$ cat config.mk
export PLATFORM = sky130hd
export DESIGN_NAME = bf16_result_collector
export DESIGN_NICKNAME = d
export VERILOG_FILES = /design/src/rtl/bf16_pkg.sv /design/src/rtl/bf16_sync_fifo.sv /design/src/rtl/bf16_result_collector.sv
export SDC_FILE = /design/constraint.sdc
export NUM_CORES = 1
export LEC_CHECK = 0
export ABC_AREA = 1
export CELL_PAD_IN_SITES_DETAIL_PLACEMENT = 0
export CELL_PAD_IN_SITES_GLOBAL_PLACEMENT = 2
export CORE_MARGIN = 8
export CORE_UTILIZATION = 33
export DETAILED_ROUTE_END_ITERATION = 10
export PLACE_DENSITY = 0.76
export RECOVER_POWER = 50
export SLEW_MARGIN = 20
export SYNTH_ARGS = -nofsm -noshare
export SYNTH_HDL_FRONTEND = slang
export SYNTH_SLANG_ARGS = --single-unit
export TNS_END_PERCENT = 10
$ cat constraint.sdc
create_clock -name clock -period 2.6 [get_ports clock]
set_input_delay 0.26 -clock clock [delete_from_list [all_inputs] [get_ports clock]]
set_output_delay 0.26 -clock clock [all_outputs]
set_load 0.01 [all_outputs]
$ cat src/rtl/bf16_pkg.sv
// Shared bfloat16 definitions: field widths, class codes and classifier.
// Used by the adder, the result collector and the future multiplier.
package bf16_pkg;

    localparam int BF16_EXP_W = 8;
    localparam int BF16_MAN_W = 7;
    localparam logic [BF16_EXP_W-1:0] BF16_EXP_MAX = 8'd255;

    typedef enum logic [2:0] {
        ZERO      = 3'd0,
        SUBNORMAL = 3'd1,
        NORMAL    = 3'd2,
        INF       = 3'd3,
        NAN       = 3'd4
    } bf16_class_t;

    // The sign bit does not affect the class.
    function automatic bf16_class_t bf16_classify(input logic [15:0] v);
        logic [BF16_EXP_W-1:0] e;
        logic [BF16_MAN_W-1:0] m;
        bf16_class_t           c;
        e = v[14:7];
        m = v[6:0];
        if (e == '0) begin
            c = (m == '0) ? ZERO : SUBNORMAL;
        end else if (e == BF16_EXP_MAX) begin
            c = (m == '0) ? INF : NAN;
        end else begin
            c = NORMAL;
        end
        return c;
    endfunction

endpackage

$ cat src/rtl/bf16_sync_fifo.sv
// Single-clock FIFO with separate occupancy counter.
// Ports: push_i/wdata_i write side, pop_i/rdata_o read side (head shown
// combinationally), full_o/empty_o/count_o status. A push while full is
// accepted only when a pop happens in the same cycle.
module bf16_sync_fifo #(
    parameter int WIDTH = 19,
    parameter int DEPTH = 4,
    localparam int AW = $clog2(DEPTH),
    localparam int CW = $clog2(DEPTH + 1)
) (
    input  logic             clock,
    input  logic             nreset,
    input  logic             push_i,
    input  logic             pop_i,
    input  logic [WIDTH-1:0] wdata_i,
    output logic [WIDTH-1:0] rdata_o,
    output logic             full_o,
    output logic             empty_o,
    output logic [CW-1:0]    count_o
);

    logic [WIDTH-1:0] mem_q [DEPTH];
    logic [AW-1:0]    wr_ptr_q, wr_ptr_d;
    logic [AW-1:0]    rd_ptr_q, rd_ptr_d;
    logic [CW-1:0]    count_q, count_d;
    logic             do_push;
    logic             do_pop;

    assign full_o  = (count_q == CW'(DEPTH));
    assign empty_o = (count_q == '0);
    assign count_o = count_q;
    assign rdata_o = mem_q[rd_ptr_q];

    assign do_pop  = pop_i & ~empty_o;
    assign do_push = push_i & (~full_o | do_pop);

    always_comb begin
        wr_ptr_d = wr_ptr_q;
        rd_ptr_d = rd_ptr_q;
        count_d  = count_q;
        if (do_push) wr_ptr_d = wr_ptr_q + AW'(1);
        if (do_pop)  rd_ptr_d = rd_ptr_q + AW'(1);
        unique case ({do_push, do_pop})
            2'b10:   count_d = count_q + CW'(1);
            2'b01:   count_d = count_q - CW'(1);
            default: count_d = count_q;
        endcase
    end

    always_ff @(posedge clock or negedge nreset) begin
        if (!nreset) begin
            wr_ptr_q <= '0;
            rd_ptr_q <= '0;
            count_q  <= '0;
            for (int i = 0; i < DEPTH; i++) mem_q[i] <= '0;
        end else begin
            wr_ptr_q <= wr_ptr_d;
            rd_ptr_q <= rd_ptr_d;
            count_q  <= count_d;
            if (do_push) mem_q[wr_ptr_q] <= wdata_i;
        end
    end

endmodule

$ cat src/rtl/bf16_result_collector.sv
// Captures each adder result on the rising edge of adder_ready, classifies
// it and buffers {class,sum} for a valid/ready consumer.
// Ports: adder_sum/adder_ready in; out_data/out_class/out_valid/out_ready
// stream; count occupancy; overflow/drop_count loss report, clear_overflow.
module bf16_result_collector
    import bf16_pkg::*;
#(
    parameter int DEPTH  = 4,
    parameter int DROP_W = 8,
    localparam int CW = $clog2(DEPTH + 1)
) (
    input  logic              clock,
    input  logic              nreset,
    input  logic [15:0]       adder_sum,
    input  logic              adder_ready,
    output logic [15:0]       out_data,
    output logic [2:0]        out_class,
    output logic              out_valid,
    input  logic              out_ready,
    output logic [CW-1:0]     count,
    output logic              overflow,
    output logic [DROP_W-1:0] drop_count,
    input  logic              clear_overflow
);

    logic              ready_q;
    logic              push;
    logic              pop;
    logic              full;
    logic              empty;
    logic              drop;
    bf16_class_t       cls;
    logic [18:0]       head;
    logic              overflow_q, overflow_d;
    logic [DROP_W-1:0] drop_cnt_q, drop_cnt_d;

    // One push per adder_ready pulse regardless of its length.
    assign push = adder_ready & ~ready_q;
    assign cls  = bf16_classify(adder_sum);

    assign out_valid = ~empty;
    assign pop       = out_valid & out_ready;
    assign drop      = push & full & ~pop;

    assign out_class = head[18:16];
    assign out_data  = head[15:0];

    bf16_sync_fifo #(
        .WIDTH(19),
        .DEPTH(DEPTH)
    ) u_fifo (
        .clock   (clock),
        .nreset  (nreset),
        .push_i  (push),
        .pop_i   (pop),
        .wdata_i ({cls, adder_sum}),
        .rdata_o (head),
        .full_o  (full),
        .empty_o (empty),
        .count_o (count)
    );

    // A drop in the same cycle as a clear leaves one recorded loss.
    always_comb begin
        overflow_d = overflow_q;
        drop_cnt_d = drop_cnt_q;
        if (drop) begin
            overflow_d = 1'b1;
            if (clear_overflow) begin
                drop_cnt_d = DROP_W'(1);
            end else if (drop_cnt_q != '1) begin
                drop_cnt_d = drop_cnt_q + DROP_W'(1);
            end
        end else if (clear_overflow) begin
            overflow_d = 1'b0;
            drop_cnt_d = '0;
        end
    end

    always_ff @(posedge clock or negedge nreset) begin
        if (!nreset) begin
            ready_q    <= 1'b0;
            overflow_q <= 1'b0;
            drop_cnt_q <= '0;
        end else begin
            ready_q    <= adder_ready;
            overflow_q <= overflow_d;
            drop_cnt_q <= drop_cnt_d;
        end
    end

    assign overflow   = overflow_q;
    assign drop_count = drop_cnt_q;

endmodule
==> metrics.md <==
| Metric | Value |
|---|---|
| Power density over the cells | 1140 nW/um^2 |
| Clk root buf | sky130_fd_sc_hd__clkbuf_16 |
| Clock Pin Slew Worst Setup and Hold Paths | 0.07 ns |
| Average cell area after synthesis | between 8 and 9 sq um |
| Die boundary width | 134 um |
| Residual antenna-violating net count after detailed routing | 0 |
| MaxCap Viol Count | 0 |
| Placer congestion estimate | between 0.7 and 0.8 |
| Count leader, synth | sky130_fd_sc_hd__nand2_1 |
| Initial core utilization | 0.334 |
| Maximum number of pins on one net before global-route repair | 39 |
| N_diodes | 0 |
| Worst reg2reg path startpoint | u_fifo.count_o[1] |
| Crit path largest cell delay | 0.59 ns |
| Number of enable flip-flop cells after synthesis | 0 |
| Setup repair bufs after CTS | 0 |
| Floorplan die height | around 130 um |
| Worst-path maximum fanout | 26 |
| Half-perimeter wire length of the detailed placement result | 8110 um |
| Cells along the critical path | inv_1 -> buf_4 -> o21ai_0 -> o22ai_1 -> clkdlybuf4s50_1 |
| Cts bufs inserted | 9 |
| Outcome | complete, no violations |
| GRT Overall Usage | 0.147 |
| Reported leakage power | around 2.7 nW |
| Post-synth ARST share | 1.00 |
| Initial antenna violation count | 0 |
| Top cell types by occurrence after synthesis | sky130_fd_sc_hd__nand2_1 (233), sky130_fd_sc_hd__dfrtp_1 (93), sky130_fd_sc_hd__nor2_1 (56) |
| Final Hold Violating Endpoints | 0 |
| Delay-heaviest family, CP | buffers and inverters |
| Final clock skew | ~0.0063 ns |
| Net Count, Synth | 589 |
| Cell with the largest stage delay on the worst path | sky130_fd_sc_hd__clkdlybuf4s50_1 |
| Type of the worst setup path | flip-flop to primary output |
| Overflow after GRT | 0 |
| Deepest level of the CTS H-tree | 3 |
| Worst slew margin relative to its limit | 0.292 |
| Worst-Margin Slew | 1.06 ns |
| Synthesized instance count | 561 |
| Period utilization | 0.888 |
| First-pass GRT wire length | around 21000 um |
| Data arrival time at the worst-slack endpoint | between 2 and 2.5 ns |
| Crit path setup slack, layout | ~0.29 ns |
| Number of input and output port buffers inserted | 52 |
| Launch point of the critical path | u_fifo.rd_ptr_q[0] |
| Fraction of post-synthesis cell area in the top cell type by area | 0.508 |
| Utilization of the core after routing | 0.401 |
| Worst supply voltage drop on vdd | around 0.00048 V |
| Num rows | 43 |
| Floorplan die area | between 15000 and 20000 sq um |
| Final sum of negative setup slack | 0 ns |
| Number of DRC markers after the initial detailed-route iteration | around 250 |
| IO Count | between 50 and 60 |
| Class of the tightest hold or removal check | flip-flop to flip-flop |
| Post-synthesis instance area | between 4000 and 5000 sq um |
| TritonCTS sink count | 93 |
| Total core area | 13700 sq um |
| Sequential-to-total area share from yosys stat | 0.508 |
| Count of yosys warnings during synthesis | 0 |
| Minimum period implied by the final worst setup slack | 2.31 ns |
| Final slew viol count | 0 |
| Critical path required time | 2.34 ns |
| Pre-CTS setup slack | a little under 0.3 ns |
| Final Setup Violations | 0 |
| CTS tree | done |
| Final routed wire length divided by cell count | 15.6 um |
| Number of storage elements in the synthesis netlist | 93 |
| Dominant synthesized flop cell | sky130_fd_sc_hd__dfrtp_1 |
| Type of origin of the critical path | flip-flop |
| Initial DRT Pass Iterations | 4 |
| Tightest hold margin | 0.475 ns |
| Number of global-route vias before repair | slightly below 4000 |
| Area growth from synthesis to layout | 20.1% |
| Peak Freq | between 0.4 and 0.5 GHz |
| Distinct cell type count after synthesis | 28 |
| Number of buffers between clock root and the deepest sink | 2 |
| Vias after detailed routing | between 3000 and 4000 |
| Total number of nets in the final design | approximately 640 |
| Critical Path Sink Type | primary output |
| Share of layout cells above drive strength 1 | 0.0711 |
| Total DRC errors in the routed layout | 0 |
| Cells resized by post-CTS repair | 0 |
| Crit path buf inv count | 3 |
| Startpoint of the worst hold path | u_fifo.mem_q[42] |
| Setup repair after global routing missed its margin | false |
| Via-to-Cell Ratio | between 4 and 5 |
| Worst skew pair latency | 0.34 ns |
| Routed wire length | 12400 um |
| Yosys top cell by area | sky130_fd_sc_hd__dfrtp_1 |
| Ranking of synthesized cells by area | sky130_fd_sc_hd__dfrtp_1 (51%), sky130_fd_sc_hd__nand2_1 (19%), sky130_fd_sc_hd__o21ai_0 (5.8%) |
path summary, 6_finish.rpt:
check	endpoint	slack (ns)	depth (start not counted)
worst max register to register	u_fifo.count_o[2]	0.35	9
worst min register to register	u_fifo.mem_q[42]	0.47	2
min in group asynchronous	u_fifo.mem_q[63]	0.64	2
max in group asynchronous	u_fifo.mem_q[31]	0.85	3
worst max-delay path	out_data[1]	0.29	5
worst min-delay path	u_fifo.mem_q[42]	0.47	2
logic make-up (layout without fill, tap and decap cells):
family | after synthesis | count (layout) | synth area share
and+or+nand+nor | 313 | 313 | 0.289
DFF | 93 | 93 | 0.508
xor gates and xnor gates | 6 | 6 | 0.0115
buffers and inverters | 54 | 112 | 0.0669
adders and majority gates | 7 | 7 | 0.0207
AOI/OAI and AO/OA | 88 | 88 | 0.104
where the power goes:
part | switching (mW) | internal [mW] | leakage (nW)
combinational | 1.49 | 1.21 | 1.35
sequential | 0.292 | 2.00 | 1.18
clock | 0.574 | 0.701 | 0.138
layer usage:
metal / track usage / up-vias / share of wire
met5: 0 / - / 0
met4: 0.0324 / 0 / 0.0080
met3: 0.0486 / 8 / 0.056
met2: 0.231 / 75 / 0.46
met1: 0.192 / 1804 / 0.48
li1: - / 1882 / -
flip-flops by register name, indices dropped and copies added, names as in the netlist:
register	flops
ready_q	1
overflow	1
u_fifo.rd_ptr_q	2
u_fifo.count_o	3
u_fifo.wr_ptr_q	2
u_fifo.mem_q	76
drop_count	8
what timing repair did:
item	4_1_cts	5_1_grt
setup endpoints to repair	0	0
hold buffers	1	0
hold endpoints to repair	35	0
placed cells by master, fill, tap and decap left out, drive strengths merged:
cell	instances
a21oi	5
buf	12
o22ai	19
nand2	235
nor2	61
clkdlybuf4s50	50
dfrtp	93
clkbuf	13
o21ai	62
xor2	4
clkinvlp	2
fa	1
ha	6
inv	31
a21boi	1
clkinv	2
nand3	14
nand4	3
xnor2	2
o21bai	1
dlygate4sd3	2
stage by stage:
stage	instance area, sq um	power (mW)	std cells
3_3_place_gp	5250	5.07	782
6_report	5500	6.26	799
2_1_floorplan	4580	3.90	561
5_1_grt	5500	6.80	799
3_5_place_dp	5250	5.10	782
4_1_cts	5550	6.43	799
worst min-delay path, delay by kind of cell, from the launching register on:
kind | cells | cell delay, ns
simple gates | 2 | 0.11
flops | 1 | 0.34
area by class of cell:
class,instances,area [sq um]
Clock buffer,11,253
Sequential cell,93,2330
Multi-Input combinational cell,414,1910
Fill cell,1422,8220
Inverter,30,123
Timing Repair Buffer,66,633
Tap cell,180,225
Clock inverter,5,33.8
No activity file was read; power rests on OpenSTA's default activity.
